[src/rtl/adder_pipe_pkg.sv]
// Shared constants and result type for the 8-bit, 4-stage adder pipeline and its collector.
package adder_pipe_pkg;

    localparam int ADDER_W   = 8;
    localparam int ADDER_LAT = 4;

    typedef struct packed {
        logic               cout;
        logic [ADDER_W-1:0] sum;
    } add_res_t;

endpackage

[src/rtl/sync_fifo_fwft.sv]
// Synchronous first-word-fall-through FIFO; dout shows the head whenever the FIFO is non-empty.
module sync_fifo_fwft #(
    parameter int WIDTH = 9,
    parameter int DEPTH = 8
) (
    input  logic                   clk,
    input  logic                   rst_n,
    input  logic                   push,
    input  logic [WIDTH-1:0]       din,
    input  logic                   pop,
    output logic [WIDTH-1:0]       dout,
    output logic [$clog2(DEPTH):0] count,
    output logic                   empty,
    output logic                   full
);

    localparam int PTR_W = $clog2(DEPTH);

    logic [WIDTH-1:0] mem [DEPTH];
    logic [PTR_W-1:0] wr_ptr;
    logic [PTR_W-1:0] rd_ptr;
    logic             do_push;
    logic             do_pop;

    assign empty   = (count == '0);
    assign full    = (count == (PTR_W+1)'(DEPTH));
    assign do_pop  = pop & ~empty;
    assign do_push = push & ~full;
    // Gating the head keeps dout at zero while empty instead of exposing stale storage.
    assign dout    = empty ? '0 : mem[rd_ptr];

    always_ff @(posedge clk or negedge rst_n) begin
        if (!rst_n) begin
            wr_ptr <= '0;
            rd_ptr <= '0;
            count  <= '0;
        end else begin
            if (do_push) wr_ptr <= wr_ptr + 1'b1;
            if (do_pop)  rd_ptr <= rd_ptr + 1'b1;
            case ({do_push, do_pop})
                2'b10:   count <= count + 1'b1;
                2'b01:   count <= count - 1'b1;
                default: count <= count;
            endcase
        end
    end

    always_ff @(posedge clk) begin
        if (do_push) mem[wr_ptr] <= din;
    end

endmodule

[src/rtl/adder_result_collector.sv]
// Tracks live slots of an unreset adder pipeline, captures their results into a FIFO and
// issues credits so the adder never produces more results than the FIFO can hold.
module adder_result_collector
    import adder_pipe_pkg::*;
#(
    parameter int DATA_W  = ADDER_W,
    parameter int LATENCY = ADDER_LAT,
    parameter int DEPTH   = 8
) (
    input  logic                   clk,
    input  logic                   rst_n,
    input  logic                   in_valid,
    output logic                   in_ready,
    input  logic [DATA_W-1:0]      sum_in,
    input  logic                   cout_in,
    output logic                   out_valid,
    input  logic                   out_ready,
    output logic [DATA_W-1:0]      out_sum,
    output logic                   out_cout,
    output logic [$clog2(DEPTH):0] out_count,
    output logic                   proto_err
);

    localparam int SUM_W = $clog2(DEPTH + LATENCY + 1) + 1;

    logic [LATENCY-1:0] vsr;
    logic [SUM_W-1:0]   inflight;
    logic [SUM_W-1:0]   credit_used;
    logic               accept;
    logic               fifo_empty;
    logic               fifo_full;
    logic [DATA_W:0]    fifo_dout;

    always_comb begin
        inflight = '0;
        for (int i = 0; i < LATENCY; i++) begin
            inflight = inflight + SUM_W'(vsr[i]);
        end
    end

    // Handshakes: a transfer happens on a rising edge where valid & ready are both high.
    // in_ready and out_valid depend only on registered state, never on the same-cycle partner.
    assign credit_used = SUM_W'(out_count) + inflight;
    assign in_ready    = ~fifo_full & (credit_used < SUM_W'(DEPTH));
    assign accept      = in_valid & in_ready;
    assign out_valid   = ~fifo_empty;
    assign {out_cout, out_sum} = fifo_dout;

    always_ff @(posedge clk or negedge rst_n) begin
        if (!rst_n) begin
            vsr       <= '0;
            proto_err <= 1'b0;
        end else begin
            vsr       <= {vsr[LATENCY-2:0], accept};
            proto_err <= proto_err | (in_valid & ~in_ready);
        end
    end

    sync_fifo_fwft #(
        .WIDTH (DATA_W + 1),
        .DEPTH (DEPTH)
    ) u_fifo (
        .clk   (clk),
        .rst_n (rst_n),
        .push  (vsr[LATENCY-1]),
        .din   ({cout_in, sum_in}),
        .pop   (out_valid & out_ready),
        .dout  (fifo_dout),
        .count (out_count),
        .empty (fifo_empty),
        .full  (fifo_full)
    );

endmodule

[config.mk]
export PLATFORM = sky130hd
export DESIGN_NAME = adder_result_collector
export DESIGN_NICKNAME = d
export VERILOG_FILES = /design/src/rtl/adder_pipe_pkg.sv /design/src/rtl/sync_fifo_fwft.sv /design/src/rtl/adder_result_collector.sv
export SDC_FILE = /design/constraint.sdc
export NUM_CORES = 1
export LEC_CHECK = 0
export BUFFER_PORTS_ARGS = -buffer_cell sky130_fd_sc_hd__buf_2
export CAP_MARGIN = 25
export CORE_MARGIN = 2
export CORE_UTILIZATION = 31
export DETAILED_ROUTE_END_ITERATION = 16
export GPL_TIMING_DRIVEN = 0
export PLACE_DENSITY_LB_ADDON = 0.25
export SLEW_MARGIN = 30
export SYNTH_ARGS = -nofsm -noshare
export SYNTH_HDL_FRONTEND = slang
export SYNTH_SLANG_ARGS = --single-unit
[constraint.sdc]
create_clock -name clk -period 3.9 [get_ports clk]
set_input_delay 0 -clock clk [delete_from_list [all_inputs] [get_ports clk]]
set_output_delay 0 -clock clk [all_outputs]
set_load 0.02 [all_outputs]
### Yosys cells after proc, flatten, opt, wreduce, memory -nomap -nowiden

Memory sizes are Yosys's and may differ from the RTL's.
Cells that the tools add are included.

* bits in writable memories: 72
* register bits after elaboration: 15
* memories kept: 1
* bits of input ports: 13
* output and inout bits: 16

* bitwise gates (word level): 10
* mux-type cells: 4
* reductions and logical operators: 2
* add/subtract/negate cells: 8
* order comparisons: 1
* equality and inequality tests: 3

Memories
* u_fifo.mem: depth 8, bits a word 9, rd ports 1, clocked after memory_dff 0, write ports 1, line sync_fifo_fwft.sv:19 `logic [WIDTH-1:0] mem [DEPTH];`

Operators by type and width (number)
* $mux W9: 1
* $pmux W4 S2: 1
* $add A3 B1 Y3 const B: 2
* $and A1 B1 Y1: 6
* $add A4 B4 Y5: 1
* $lt A5 B4 Y1 const B: 1
* $add A3 B1 Y4: 1
* $add A4 B1 Y4 const B: 1
* $eq A4 B4 Y1 const B: 1
* $logic_not A4 Y1: 1
* $sub A4 B1 Y4 const B: 1
* $add A2 B1 Y3: 1
* $not A1 Y1: 3
* $add A1 B1 Y2: 1
* $eq A2 B1 Y1 const B: 1
* $eq A2 B2 Y1 const B: 1
* $mux W1: 2
* $reduce_bool A2 Y1: 1
* $or A1 B1 Y1: 1

### Depth between registers and ports, before layout

* depth after elaboration: 9
* gate-level depth with buffers: 9
* gate-level depth less buffers: 8

### Cells and area by module

Synthesis repeated with hierarchy kept, for this count alone.

* cell total of the unflattened synthesis: 193
* area, all modules: 3599.7 um2

Modules (own cells, without submodules)
* sync_fifo_fwft: cells an instance 175, area an instance 3374.5 um2, times used 1
* adder_result_collector: cells an instance 18, area an instance 225.2 um2, times used 1

### Worst setup path after synthesis

Ideal clock, no wire load.

* path type: register to register
* start: register u_fifo.count[2]
* end: register u_fifo.count[3]
* period minus slack after synthesis: 2.938 ns
* slack: 0.962 ns
* data required time: 3.766 ns
* arrival time: 2.805 ns
* stages on the path, launching flop included: 10
* path buffers: 1
* setup time: 0.134 ns
* cells stage by stage: dfrtp_1 > or4_4 > buf_6 > nand2_1 > inv_1 > ha_1 > ha_1 > or4b_2 > o311ai_0 > o211ai_1

* word-level cells in the longest chain between the ends: 6
* elaborated cells on any way between the ends: 13

Ends and longest elaborated chain
* start, declared: line sync_fifo_fwft.sv:12 `output logic [$clog2(DEPTH):0] count,`
* start signal, assigned: line sync_fifo_fwft.sv:41 `2'b10: count <= count + 1'b1;`
* start signal, assigned: line sync_fifo_fwft.sv:42 `2'b01: count <= count - 1'b1;`
* start signal, assigned: line sync_fifo_fwft.sv:43 `default: count <= count;`
* $logic_not A4 Y1 *: line sync_fifo_fwft.sv:25 `assign empty = (count == '0);`
* $not A1 Y1 *: line adder_result_collector.sv:46 `assign out_valid = ~fifo_empty;`
* named net out_valid: line adder_result_collector.sv:16 `output logic out_valid,`
* $and A1 B1 Y1: line adder_result_collector.sv:67 `.pop (out_valid & out_ready),`
* $and A1 B1 Y1 *: line sync_fifo_fwft.sv:27 `assign do_pop = pop & ~empty;`
* named net u_fifo.do_pop: line sync_fifo_fwft.sv:23 `logic do_pop;`
* $eq A2 B1 Y1 / $eq A2 B2 Y1 (equally long branches): line sync_fifo_fwft.sv:40 `case ({do_push, do_pop})`
* $pmux W4 S2 / $reduce_bool A2 Y1 (equally long branches)

Mark *: on every way through the listed nets, which the timed path passes. The rest lies on a longest branch.
A chain may end at the register's enable or synchronous reset.

### Final worst setup path

* start: register u_fifo.count[2]
* end: register u_fifo.count[3]

* word-level cells in the longest chain between the ends: 6
* elaborated cells on any way between the ends: 13

Ends and longest elaborated chain (line)
* $logic_not A4 Y1: sync_fifo_fwft.sv:25
* $not A1 Y1: sync_fifo_fwft.sv:27, adder_result_collector.sv:46
* $and A1 B1 Y1: adder_result_collector.sv:67
* $and A1 B1 Y1: sync_fifo_fwft.sv:27
* $eq A2 B1 Y1 / $eq A2 B2 Y1 (equally long branches): sync_fifo_fwft.sv:40
* $pmux W4 S2 / $reduce_bool A2 Y1 (equally long branches)

Several ways; a longest one is shown, not always the timed one.

==> flow_summary_export.csv <==
group,metric,value,unit
yosys,synth_area,0.00358,mm2
yosys,seq_area_frac_synth,70.8,%
pwr,p_sw,1180,uW
pwr,clkPwrFrac,24.5,%
sta,setup_violations,0,
yosys,yosysUniqueCellTypes,35,
clock_tree,tritoncts,"done",
sta,fmax,321,MHz
clock_tree,htreeDepth,3,
floorplan,fp.dieH,112,um
sta,slew_violations,0,
floorplan,die_area,0.0124,mm2
yosys,async_flop_share,17.2,%
detailed_routing,drtIter0Drc,81,
floorplan,die_w,112,um
sta,rsz0062_at_grt,"false",
yosys,synth_nets,209,
finish,areaGrowthSynthToFinish,21.6,%
floorplan,ioPinCount,29,
setup_path,cp_max_fo,9,
yosys,yosys.cell_count.top_type,"edfxtp_1",
clock_tree,clock_sinks,87,
yosys,ys.flop_type,"edfxtp_1",
setup_path,path_depth,7,
finish,diodes,0,
yosys,syn_inst,187,
clock_tree,cts-root-buf,"clkbuf_16",
finish,layout-drive-gt1-share,35.1,%
clock_tree,cts_resized,0,
pwr,p_per_area,792,mW/mm2
global_route,grt_usage,11.7,%
run,max_cap_violations,0,
min_path,hp-class,"input port to async pin",
yosys,avgSynthCellArea,19.2,um2
clock_tree,cts-buffers-inserted,9,
sta,post-route-period-util,79.9,%
global_route,grt_max_degree,16,
global_route,grt_pass1_vias,1917,
yosys,ys_ff_latch,87,
pwr,combPwrFrac,37.9,%
yosys,ys_top_cells_by_count,"edfxtp_1 (72), mux4_2 (18), dfrtp_1 (15), a22o_1 (9), ha_1 (7)",
pwr,p_int,2280,uW
pwr,ir_drop,0.428,mV
setup_path,cp_data_arrival_time,3.31,ns
finish,fin_util,38.4,%
detailed_routing,drcViolationCount,0,
setup_path,crit_path_end_kind,"flip-flop",
setup_path,crit_family,"simple AND/OR/NAND/NOR gates",
clock_tree,clk_pin_slew,0.06,ns
setup_path,worst_setup_path_start_kind,"flip-flop",
floorplan,core_area,0.0114,mm2
status,status,"complete, no violations",
sta,fin_hold_ws,0.104,ns
pwr,pwr-share-seq,37.6,%
clock_tree,clock_latency,0.33,ns
global_route,grt_pass1_wl,10700,um
floorplan,rows,39,
detailed_routing,routed.top_layer,"met4",
sta,hold_viol_final,0,
place,numPortBuffers,28,
clock_tree,cts_buffer_depth,2,
detailed_routing,ant_nets,0,
setup_path,cp_num_buf_inv,0,
detailed_routing,wl_met2,3300,um
place,gp_congestion,0.689,
detailed_routing,dr_wl_met3,241,um
global_route,gr-total-overflow,0,
yosys,synth_top_area_share,60.3,%
pwr,p_sw_share,34.1,%
finish,fin_nets,262,
setup_path,critPathKind,"flip-flop to flip-flop",
clock_tree,postCtsSetupRepairBufs,0,
setup_path,reg2reg_depth,7,
global_route,antenna_found_initial,0,
detailed_routing,wirelength,6670,um
detailed_routing,routed_via_density,4.72,
detailed_routing,vias,1832,
sta,fin_crit,3.12,ns
yosys,synth_top_cell_by_area,"edfxtp_1",
pwr,p_leak,0.00155,uW
yosys,yosysWarningCount,0,
setup_path,cp_slowest_cell,"or4b_2",
setup_path,slowest_delay,0.77,ns
setup_path,critical_path_required,4.10,ns
clock_tree,hold_buffers,12,
place,dp_hpwl,4270,um
yosys,synth-edff-count,72,
sta,setup_tns,0,ns
setup_path,cp_cell_sequence,"or4b_2 > nand2_2 > ha_1 > ha_1 > or4b_2 > o311ai_0 > o211ai_1",
detailed_routing,wl_met1,3020,um
detailed_routing,drtPass1Iterations,4,
sta,worst_pin_slew,0.732,ns
floorplan,start_util,31.5,%
yosys,synth_area_leaders,"edfxtp_1 (60%), mux4_2 (11%), dfrtp_1 (10%), ha_1 (2.4%), a22o_1 (2.2%)",
sta,relSlewSlack,51.2,%
sta,clock_skew,0.00595,ns
detailed_routing,wire_per_inst,17.2,um
## cells in the final DEF, fill, tap and decap left out, drive strengths merged, types with 2 or more instances in the layout
cell / Yosys / layout
a21oi: 4 / 4
a22o: 9 / 9
edfxtp: 72 / 72
a21o: 3 / 3
clkinv: 0 / 2
dlygate4sd3: 0 / 12
or4b: 2 / 2
mux4: 18 / 18
nor3: 2 / 2
nor2: 6 / 6
buf: 5 / 35
fa: 2 / 2
clkbuf: 3 / 13
ha: 7 / 7
mux2: 3 / 3
nor3b: 3 / 3
dfrtp: 15 / 15
nand2: 4 / 4
inv: 5 / 7
xnor2: 5 / 5
nand3: 5 / 5
nand2b: 3 / 3
## power by group through the flow
stage / Clock [uW] / Combinational [uW] / Sequential [uW]
2_1_floorplan: 0 / 940 / 1310
3_3_place_gp: 0 / 1290 / 1310
3_5_place_dp: 0 / 1320 / 1320
4_1_cts: 872 / 1330 / 1300
5_1_grt: 906 / 1430 / 1330
6_report: 847 / 1310 / 1300
## final timing paths
path	slack (ns)	endpoint	start
worst max-delay path	0.78	u_fifo.count[3]	u_fifo.count[2]
worst min-delay path	0.10	u_fifo.wr_ptr[2]	rst_n
worst max register to register	0.78	u_fifo.count[3]	u_fifo.count[2]
worst min register to register	0.39	vsr[3]	vsr[2]
max in group asynchronous	3.53	u_fifo.count[2]	rst_n
min in group clk	0.39	vsr[3]	vsr[2]
## through the flow
step / instances / cell area (um2) / power, uW / worst slack (ns)
6_report: 388 / 4360 / 3450 / 0.783
5_1_grt: 388 / 4360 / 3660 / 0.615
4_1_cts: 388 / 4350 / 3510 / 0.782
3_5_place_dp: 360 / 3940 / 2640 / 0.786
3_3_place_gp: 358 / 3900 / 2600 / 0.823
2_1_floorplan: 187 / 3580 / 2250 / 0.962
## routing by layer
layer / track usage, % / vias up
met5: 0 / -
li1: - / 864
met4: 4.20 / 0
met1: 15.3 / 920
met3: 3.10 / 11
met2: 18.9 / 37
## state kept, by name, indices dropped and copies added (netlist names)
register,flops
u_fifo.wr_ptr,3
proto_err,1
u_fifo.count,4
u_fifo.rd_ptr,3
vsr,4
u_fifo.mem,72
## layout make-up
class	count	area (um2)
plain buffers	8	58.8
clock buffers	10	229
clock inverters	6	67.6
fillers	1053	7010
inverters	5	18.8
multi-input cells	87	995
flip-flops and latches	87	2540
well taps	143	179
repair buffers	42	275
## logic make-up after synthesis
kind of cell / share of synthesized area (%)
mux: 12.5
simple gates: 4.96
fa+ha+maj: 3.56
compound gates: 4.54
flops: 70.8
xor+xnor: 1.47
buf+inv: 2.16
Power figures use the tool's default switching activity.
